## src/rtl/block_check_arbiter.sv

```systemverilog
// Round-robin arbiter that time-shares one begin/end nesting checker between two
// character-stream requesters and reports a tagged balanced/unbalanced result per text.
module block_check_arbiter #(
    parameter int DEPTH_W = 16
) (
    input  logic       clk,
    input  logic       reset_n,
    input  logic       req0_valid,
    input  logic [7:0] req0_data,
    input  logic       req0_last,
    output logic       req0_ready,
    input  logic       req1_valid,
    input  logic [7:0] req1_data,
    input  logic       req1_last,
    output logic       req1_ready,
    output logic       res_valid,
    output logic       res_id,
    output logic       res_ok,
    input  logic       res_ready,
    output logic       busy
);

    typedef enum logic [1:0] {IDLE, RUN, REPORT} state_t;
    typedef enum logic [3:0] {WS, B1, B2, B3, B4, B5, E1, E2, E3, WX} word_t;

    state_t               state, state_n;
    word_t                ws, ws_a, ws_n;
    logic                 grant, last_served;
    logic [DEPTH_W-1:0]   depth, depth_a, depth_b, depth_n;
    logic                 err, err_a, err_b, err_n;
    logic                 beat_valid, beat_last, accept;
    logic [7:0]           beat_data;

    // Letters only alias under OR 0x20 with their own upper case, so this folds case safely.
    function automatic word_t step(input word_t w, input logic [7:0] c);
        logic [7:0] lc;
        lc = c | 8'h20;
        case (w)
            WS:      step = (lc == "b") ? B1 : (lc == "e") ? E1 : WX;
            B1:      step = (lc == "e") ? B2 : WX;
            B2:      step = (lc == "g") ? B3 : WX;
            B3:      step = (lc == "i") ? B4 : WX;
            B4:      step = (lc == "n") ? B5 : WX;
            E1:      step = (lc == "n") ? E2 : WX;
            E2:      step = (lc == "d") ? E3 : WX;
            default: step = WX;
        endcase
    endfunction

    // Returns {err, depth} after a word boundary; saturates instead of wrapping.
    function automatic logic [DEPTH_W:0] commit(input word_t w, input logic [DEPTH_W-1:0] d,
                                                input logic e);
        logic [DEPTH_W-1:0] dn;
        logic               en;
        dn = d;
        en = e;
        if (w == B5) begin
            if (&d) en = 1'b1;
            else    dn = d + 1'b1;
        end else if (w == E3) begin
            if (d == '0) en = 1'b1;
            else         dn = d - 1'b1;
        end
        commit = {en, dn};
    endfunction

    assign beat_valid = grant ? req1_valid : req0_valid;
    assign beat_data  = grant ? req1_data  : req0_data;
    assign beat_last  = grant ? req1_last  : req0_last;
    assign accept     = (state == RUN) && beat_valid;

    // The last beat gets an implicit trailing space applied right after its own character.
    always_comb begin
        ws_a    = ws;
        depth_a = depth;
        err_a   = err;
        if (beat_data == 8'h20) begin
            {err_a, depth_a} = commit(ws, depth, err);
            ws_a = WS;
        end else begin
            ws_a = step(ws, beat_data);
        end
        {err_b, depth_b} = commit(ws_a, depth_a, err_a);
        ws_n    = beat_last ? WS      : ws_a;
        depth_n = beat_last ? depth_b : depth_a;
        err_n   = beat_last ? err_b   : err_a;
    end

    always_ff @(posedge clk or negedge reset_n) begin
        if (!reset_n) begin
            state <= IDLE;
        end else begin
            state <= state_n;
        end
    end

    always_comb begin
        state_n = state;
        case (state)
            IDLE:    if (req0_valid || req1_valid) state_n = RUN;
            RUN:     if (accept && beat_last)      state_n = REPORT;
            REPORT:  if (res_ready)                state_n = IDLE;
            default: state_n = IDLE;
        endcase
    end

    always_comb begin
        req0_ready = (state == RUN) && !grant;
        req1_ready = (state == RUN) &&  grant;
        res_valid  = (state == REPORT);
        res_id     = (state == REPORT) && grant;
        res_ok     = (state == REPORT) && !err && (depth == '0);
        busy       = (state != IDLE);
    end

    always_ff @(posedge clk or negedge reset_n) begin
        if (!reset_n) begin
            grant       <= 1'b0;
            last_served <= 1'b1;
        end else begin
            if (state == IDLE && (req0_valid || req1_valid))
                grant <= (req0_valid && req1_valid) ? !last_served : req1_valid;
            if (accept && beat_last)
                last_served <= grant;
        end
    end

    always_ff @(posedge clk or negedge reset_n) begin
        if (!reset_n) begin
            ws    <= WS;
            depth <= '0;
            err   <= 1'b0;
        end else if (state == REPORT && res_ready) begin
            ws    <= WS;
            depth <= '0;
            err   <= 1'b0;
        end else if (accept) begin
            ws    <= ws_n;
            depth <= depth_n;
            err   <= err_n;
        end
    end

endmodule

```

## config.mk

```make
export PLATFORM = sky130hd
export DESIGN_NAME = block_check_arbiter
export DESIGN_NICKNAME = d
export VERILOG_FILES = /design/src/rtl/block_check_arbiter.sv
export SDC_FILE = /design/constraint.sdc
export NUM_CORES = 1
export LEC_CHECK = 0
export ABC_AREA = 1
export CAP_MARGIN = 30
export CORE_MARGIN = 2
export CORE_UTILIZATION = 26
export DETAILED_ROUTE_END_ITERATION = 6
export SLEW_MARGIN = 20
export SYNTH_ARGS = -nofsm -noshare
export SYNTH_HDL_FRONTEND = slang
export SYNTH_SLANG_ARGS = --single-unit
```

## constraint.sdc

```tcl
create_clock -name clk -period 5.61 [get_ports clk]
set_input_delay 1.122 -clock clk [delete_from_list [all_inputs] [get_ports clk]]
set_output_delay 1.122 -clock clk [all_outputs]
set_load 0.01 [all_outputs]
```

Yosys cells after proc, flatten, opt, wreduce, memory -nomap -nowiden
Cells that the tools add are included.
{ "totals": {"output_inout_bits": 6, "elab_cells": 100, "inputBits": 23, "ff_bits": 25} }
{ "op_classes": {"add_sub_neg": 4, "eq_ne": 22, "n_reduce_logical": 23, "mux": 45} }
{ "op_table": {"columns": ["operator", "count"], "rows": [
  ["16-bit 2-to-1 mux", 12],
  ["4-bit 2-to-1 mux", 11],
  ["7-bit by 6-bit == test with 1-bit output (second input constant)", 6],
  ["16-bit by 1-bit adder with 16-bit output (second input constant)", 2],
  ["16-bit zero test", 2],
  ["16-bit AND reduction", 2],
  ["16-bit by 1-bit subtractor with 16-bit output (second input constant)", 2],
  ["4-bit case mux with 7 select lines", 1],
  ["4-bit by 3-bit == test with 1-bit output (second input constant)", 5],
  ["1-bit 2-to-1 mux", 16],
  ["1-bit logical AND", 10],
  ["4-bit by 2-bit == test with 1-bit output (second input constant)", 2],
  ["4-bit == test (second input constant)", 2],
  ["8-bit by 6-bit == test with 1-bit output (second input constant)", 1],
  ["8-bit 2-to-1 mux", 1],
  ["2-bit 2-to-1 mux", 3],
  ["2-bit case mux with 3 select lines", 1],
  ["4-bit by 1-bit == test with 1-bit output (second input constant)", 1],
  ["4-bit zero test", 1],
  ["2-bit by 1-bit != test with 1-bit output (second input constant)", 2],
  ["2-bit nonzero test", 2],
  ["1-bit zero test", 3],
  ["3-bit AND reduction", 1],
  ["2-bit by 1-bit == test with 1-bit output (second input constant)", 1],
  ["4 further kinds", 4]
]} }

Logic depth before layout (Yosys ltp)
Gate-level depths: netlist (run 1).
{ "depth": {"word_depth": 12, "ltp_mapped": 25, "ltp_nobuf": 24} }

Worst setup path before layout (run 1)
No wires, ideal clock.
{ "synth_timing": {"kind": "in2reg", "startpoint": "input port req0_data[2]", "endpoint": "register depth[2]", "required_time_ps": 5481, "stages": 21, "path_buffers": 2, "setup_ps": 129, "setup_slack_ps": 2287, "t_arrival_ps": 3194, "cell_sequence": "inv_1 -> nand2_4 -> nand2_4 -> nand2_2 -> nor2_2 -> nand2_4 -> clkinv_8 -> buf_12 -> o21ai_2 -> o21ai_4 -> ha_1 -> inv_1 -> nor2_2 -> nand3_2 -> nor2_4 -> nand4_2 -> buf_6 -> nand3_1 -> nand2_1 -> nand3_1 -> o21ai_1"} }
{ "synth_via": {"elab_chain_cells": 12, "elab_cells_between_ends": 32, "cone_classes": "2 x add/sub; 9 x eq/ne; 19 x mux; 2 x reduce/logical"} }
{ "synth_lines": {"columns": ["element", "line_no", "source"], "rows": [
  ["start: declaration", "9", "input logic [7:0] req0_data,"],
  ["8-bit 2-to-1 mux *", "68", "assign beat_data = grant ? req1_data : req0_data;"],
  ["parallel branches: the longest is 8 deep, another holds 16-bit by 1-bit subtractor with 16-bit output", null, null],
  ["16-bit 2-to-1 mux *", "85", "depth_n = beat_last ? depth_b : depth_a;"],
  ["16-bit 2-to-1 mux *", "137", "end else if (accept) begin"],
  ["16-bit 2-to-1 mux *", "133", "end else if (state == REPORT && res_ready) begin"],
  ["end signal: assignment", "139", "depth <= depth_n;"],
  ["end: declaration", "29", "logic [DEPTH_W-1:0] depth, depth_a, depth_b, depth_n;"]
]} }
Mark *: on every way between the ends. The select of a mux whose other input is x is not followed.
A chain may end at the register's enable or synchronous reset.

Final worst setup path (run 1)
{ "layout_timing": {"startpoint": "input port req1_data[0]", "endpoint": "register depth[3]"} }
{ "layout_via": {"elab_chain_cells": 12, "elab_cells_between_ends": 32, "cone_classes": "2 x add/sub; 9 x eq/ne; 19 x mux; 2 x reduce/logical"} }
{ "layout_lines": {"columns": ["element", "line_no", "source"], "rows": [
  ["start: declaration", "13", "input logic [7:0] req1_data,"],
  ["8-bit 2-to-1 mux *", "68", null],
  ["parallel branches: the longest is 8 deep, another holds 16-bit by 1-bit subtractor with 16-bit output", null, null],
  ["16-bit 2-to-1 mux *", "85", null],
  ["16-bit 2-to-1 mux *", "137", null],
  ["16-bit 2-to-1 mux *", "133", null]
]} }
Marked as above.

==> flow_summary.yaml, run 1 <==
power_and_ir_drop:
  power_density_nw_per_um2: 465.8
  leakagePower_uw: 0.002231
  peakVddDrop_uv: 285.3
  power_uw: 2138
layout:
  num-nets-final: 779
  diodes: 0
  area_delta_synth_final_pct: 11.59
  stdcell_count: 960
  fill_cells: 1789
  fin_area_sq_um: 4589
  drive_gt1_share_pct: 12.02
grt:
  grt_overflow_total: 0
  grt_pass1_wl_um: 20540
  grt_pass1_vias: 4147
  antenna_found_initial: 0
  grt_max_degree: 29
  grtUsageTotal_pct: 14.80
cts:
  hold_buffers: 0
  cts_tree: "done"
  root_buffer: "clkbuf_16"
  cts_inserted_buffers: 3
  h-tree-depth: 1
  clk_latency_ns: 0.26
  cts_setup_buffers: 0
  cts_resized: 0
  clk_pin_slew_ns: 0.07
  cts.sinks: 25
  clockBufferDepth: 2
run_status:
  violations: "design-rule violations"
  status: "complete, but fails checks"
worst_setup_path:
  cp_max_fo: 28
  slowest_stage: "clkdlybuf4s50_1"
  reg2regPathDepth: 17
  startpoint_type: "input port"
  path_cells: "clkdlybuf4s50_1 -> inv_1 -> nand2_1 -> nand2_1 -> nand2_1 -> nor2_2 -> nand2_4 -> clkinv_8 -> o21ai_2 -> o21ai_4 -> ha_1 -> inv_1 -> nor2_2 -> nand3_2 -> nor2_4 -> nand4_2 -> nand3_1 -> nand2_1 -> nand3_1 -> o21ai_1"
  regToRegStartpoint: "ws[3]"
  path_delay_family: "simple AND/OR/NAND/NOR gates"
  end_kind: "register"
  cp.required_ns: 5.74
  rrSetupSlack_ns: 1.82
  max_stage_delay_ns: 0.39
  path_depth: 20
  critPathArrivalTime_ns: 4.11
  crit_type: "in -> reg"
  cp_num_buf_inv: 4
  cpMostUsedCell: "nand2_1"
  reg2reg_to: "depth[3]"
yosys:
  yosysMostFrequentCell: "nand2_1"
  yosys.area.top_type: "nand2_1"
  async_flop_share_pct: 100.0
  syn_avg_cell_area_sq_um: 5.611
  ys_top_cells_by_area: "nand2_1, dfrtp_1, nand3_1, nor2_1, inv_1"
  synth_fp_nets: 762
  synth_cells: 733
  synth_edf_count: 0
  synth_cell_types: 41
  ys_warn_count: 0
  synth_area_sq_um: 4113
  synthFlopType: "dfrtp_1"
  synth.top_cell.area_share_pct: 22.18
  synth-seq-cells: 25
  synth.top_cells.by_count: "nand2_1, nand3_1, nor2_1"
  synth-seq-area-share_pct: 15.24
route:
  antenna_left: 0
  routed_wl_um: 12070
  via_per_inst: 4.718
  route.detailed.drc: 3
  drt_pass1_iterations: 7
  drt_iter0_markers: 330
  vias: 4529
  avgRoutedWirePerCell_um: 12.58
sta:
  holdWs_ns: 0.4997
  finClkSkew_ns: 0.009277
  slew_violations: 0
  finalCriticalPeriod_ns: 3.984
  fmax_mhz: 251.0
  hold_violations: 0
  final_min_period_over_clock_period_pct: 71.01
  tightest_slew_ns: 0.7179
  relSlewSlack_pct: 52.09
  setup_viol: 0
  rsz0062_at_grt: "false"
  setup_tns_ns: 0
placed_design:
  portBuffers: 28
  placed_cells: 956
  place_congestion: 0.9024
  place_area_sq_um: 4507
  dp_hpwl_um: 9921
die:
  core_area_sq_um: 15310
  chipHeight_um: 129.8
  die_area_sq_um: 16840
  start_util_pct: 26.85
  io_pins: 29
  die_w_um: 129.8
  row_count: 45
worst_hold_path:
  min_path_type: "reg -> reg"
  hold_end: "last_served"
  min-delay-start: "last_served"
  hold_depth: 2
flow_run:
  max-cap-violations: 0
-- routing by layer --
metal,up-vias,share of wire [%],global-route usage [%]
met3,2,3.6,0.7380
met2,96,46,24.42
met5,-,0,0
met1,2055,49,21.80
met4,0,0.53,2.277
li1,2376,-,-
-- cells in the final DEF, fill, tap and decap left out, types with 2 or more instances in the layout --
cell type,n
nand3b_1,2
nand3_1,101
a21oi_1,6
clkdlybuf4s50_1,28
and3_1,2
o21ai_2,2
o22ai_1,2
nand3_2,4
and2_1,2
xor2_1,3
inv_1,80
nand2_4,12
clkbuf_16,3
nor3_1,13
nor2_2,14
nand2_2,23
inv_2,11
nor2_4,5
dfrtp_1,24
o21ai_1,12
nand3_4,2
nand4_1,24
nand4_2,2
buf_4,2
ha_1,6
o21ai_0,15
nand2_1,243
nor2_1,89
a21oi_2,2
a22oi_1,5
-- state kept, by name, indices dropped and copies added, names as in the netlist --
| register | flops |
|---|---|
| depth | 16 |
| grant | 1 |
| state | 2 |
| ws | 4 |
| last_served | 1 |
| err | 1 |
-- metrics by stage --
step	utilization (%)	worst slack, ns
2_1_floorplan	-	2.287
3_3_place_gp	29.43	1.385
3_5_place_dp	29.43	1.374
4_1_cts	29.97	1.644
5_1_grt	29.97	1.291
6_report	29.97	1.626
-- cell families (layout without fill, tap and decap cells) --
family	Yosys count	after routing	share of synthesized area (%)
xor gates and xnor gates	3	3	0.6390
buffers and inverters	113	129	13.14
and+or+nand+nor	539	539	62.03
DFF	25	25	15.24
adders and majority gates	6	6	1.825
AOI/OAI and AO/OA	47	47	7.119
-- tightest hold or removal path, cell delays in order, from the launching register on --
cell	delay [ns]
dfstp_2	0.38
nand2_1	0.05
o21ai_0	0.07
-- where the power goes --
part / switching (uW) / internal (uW) / total (uW)
Sequential: 122 / 250 / 372
Combinational: 1110 / 497 / 1600
Clock: 66.7 / 96.9 / 164
-- worst max-delay path by stage --
stage | from | endpoint
after detailed placement | req1_data[0] | depth[3]
final | req1_data[0] | depth[3]
after CTS | req1_data[1] | depth[3]
after floorplan | req0_data[2] | depth[2]
after global placement | req1_data[0] | depth[3]
after global routing | req1_data[0] | depth[3]
-- layout make-up --
class / count / area (sq um) / share of cell area (%)
multi-input cells: 595 / 2945 / 64.18
flip-flops and latches: 25 / 626.9 / 13.66
inverters: 95 / 375.4 / 8.179
repair buffers: 30 / 295.3 / 6.434
well taps: 211 / 264.0 / 5.752
clock buffers: 3 / 75.07 / 1.636
clock inverters: 1 / 7.507 / 0.1636
Note: power is estimated with default switching activity, not from simulation.
==> run 2: changes to the inputs <==
clock period = 3.9 ns   (was 5.61 ns; I/O delays follow)
==> run 2 against run 1 <==
The run now ends clean; largest cell class unchanged; critical path type unchanged; final cell count increased by 0.83%; critical path depth increased by 2; clock skew decreased by 0.0042 ns; routed wire length increased by 4.4%; design area increased by 1.3%; first-iteration DRC count decreased by 6.1%; largest power group unchanged; worst hold slack got worse by 0.0072 ns; clock-buffer cell count unchanged.
==> flow_summary.yaml, run 2 (same netlist as run 1, synthesis figures left out) <==
layout:
  drive_gt1_share_pct: 12.95
  final_common_cell: "nand2_1"
  largest_reg_flops: 16
  final_cell_mix: "nand2_1, nand3_1, nor2_1"
  top_register: "depth"
  area_delta_synth_final_pct: 12.99
  num-nets-final: 787
  reg.largest.list: "depth x16, ws x4, state x2"
  diodes: 0
cts:
  clk_latency_ns: 0.26
  h-tree-depth: 1
  cts.sinks: 25
  cts_resized: 0
  clockBufferDepth: 2
  root_buffer: "clkbuf_16"
  cts_setup_buffers: 0
  clk_pin_slew_ns: 0.07
  hold_buffers: 0
  cts_tree: "done"
  cts_inserted_buffers: 3
sta:
  slew_violations: 0
  relSlewSlack_pct: 59.45
  fmax_mhz: 286.8
  final_min_period_over_clock_period_pct: 89.41
  tightest_slew_ns: 0.6060
  setup_tns_ns: 0
  finalCriticalPeriod_ns: 3.487
  hold_violations: 0
  holdWs_ns: 0.4924
  finClkSkew_ns: 0.005082
  rsz0062_at_grt: "false"
  setup_viol: 0
worst_hold_path:
  hold_depth: 2
  min_path_type: "reg -> reg"
  hold_end: "last_served"
  min-delay-start: "last_served"
worst_setup_path:
  crit_type: "in -> reg"
  reg2reg_to: "depth[9]"
  critPathArrivalTime_ns: 3.64
  cp-startpoint: "req1_data[0]"
  startpoint_type: "input port"
  reg2regPathDepth: 23
  end_kind: "register"
  regToRegStartpoint: "depth[1]"
  cpMostUsedCell: "nand2_1"
  path_cells: "clkdlybuf4s50_1 -> inv_1 -> nand2_1 -> nand2_1 -> nand2_1 -> nor2_2 -> nand2_4 -> clkinv_8 -> o21ai_2 -> o21ai_4 -> ha_1 -> inv_1 -> nor2_2 -> nand3_2 -> nor2_4 -> nand4_2 -> nand2_1 -> nand2_1 -> nand2_1 -> nand2_1 -> nand3_1 -> nand2_1"
  slowest_stage: "clkdlybuf4s50_1"
  rrSetupSlack_ns: 0.53
  cp.required_ns: 4.05
  cp_max_fo: 14
  max_stage_delay_ns: 0.40
route:
  vias: 4587
  antenna_left: 0
  routed_wl_um: 12610
  drt_iter0_markers: 310
  via_per_inst: 4.739
  route.detailed.drc: 0
  avgRoutedWirePerCell_um: 13.02
  drt_pass1_iterations: 5
grt:
  grt_max_degree: 26
  antenna_found_initial: 0
  met2_usage_pct: 24.76
  grt_overflow_total: 0
  grt_use_met1_pct: 21.74
  gr-max-usage-layer: "met2"
  grtUsageTotal_pct: 15.16
  met3_usage_pct: 1.025
  grt_pass1_vias: 4248
  grt_pass1_wl_um: 20780
die:
  chipHeight_um: 129.8
  io_pins: 29
  start_util_pct: 26.85
  die_w_um: 129.8
  row_count: 45
  die_area_sq_um: 16840
  core_area_sq_um: 15310
placed_design:
  dp_hpwl_um: 10350
  portBuffers: 28
  place_congestion: 0.9439
run_status:
  status: "finished clean"
power_and_ir_drop:
  power_density_nw_per_um2: 668.8
  leakagePower_uw: 0.002274
  peakVddDrop_uv: 549.9
flow_run:
  max-cap-violations: 0
-- run 2: cell count changes in the layout (fill, tap and decap cells not counted), sizes merged --
cell	before	now
clkinv	3	4
clkinvlp	1	0
buf	2	10
-- run 2: where the power goes --
group	switching (uW)	internal, uW
combinational	1610	728
sequential	182	359
clock	94.2	138
total	1880	1230
-- run 2: worst max-delay path: cells and delay by family --
family / cells / cell delay, ns
simple gates: 15 / 1.69
buf+inv: 4 / 0.61
compound gates: 2 / 0.35
fa+ha+maj: 1 / 0.19
-- run 2: worst max path at each step --
stage / cells past startpoint / slack, ns / endpoint
floorplan: 21 / 0.92 / depth[2]
global placement: 22 / 0.24 / depth[9]
detailed placement: 22 / 0.17 / depth[9]
CTS: 22 / 0.43 / depth[9]
global route: 22 / 0.17 / depth[5]
finish: 22 / 0.41 / depth[9]
-- run 2: through the flow --
step,instance area (sq um),total power (uW),worst slack [ns],util [%],std cells
finish,4647,3108,0.4131,30.34,968
global route,4647,3418,0.1729,30.34,968
CTS,4647,3098,0.4278,30.34,968
detailed placement,4567,2854,0.1700,29.82,964
global placement,4567,2863,0.2408,29.82,964
floorplan,4113,2310,0.9190,-,733
-- run 2: layout make-up --
type / instances / area, sq um
Inverter: 95 / 375.4
Sequential cell: 25 / 626.9
Tap cell: 211 / 264.0
Multi-Input combinational cell: 595 / 2945
Clock inverter: 1 / 5.005
Clock buffer: 3 / 75.07
Timing Repair Buffer: 38 / 355.3
Fill cell: 1779 / 10670
-- run 2: per-layer routing --
metal	wire length, um	vias up
li1	-	2390
met1	6139	2068
met2	5745	112
met3	511	17
met4	212	0
met5	0	-
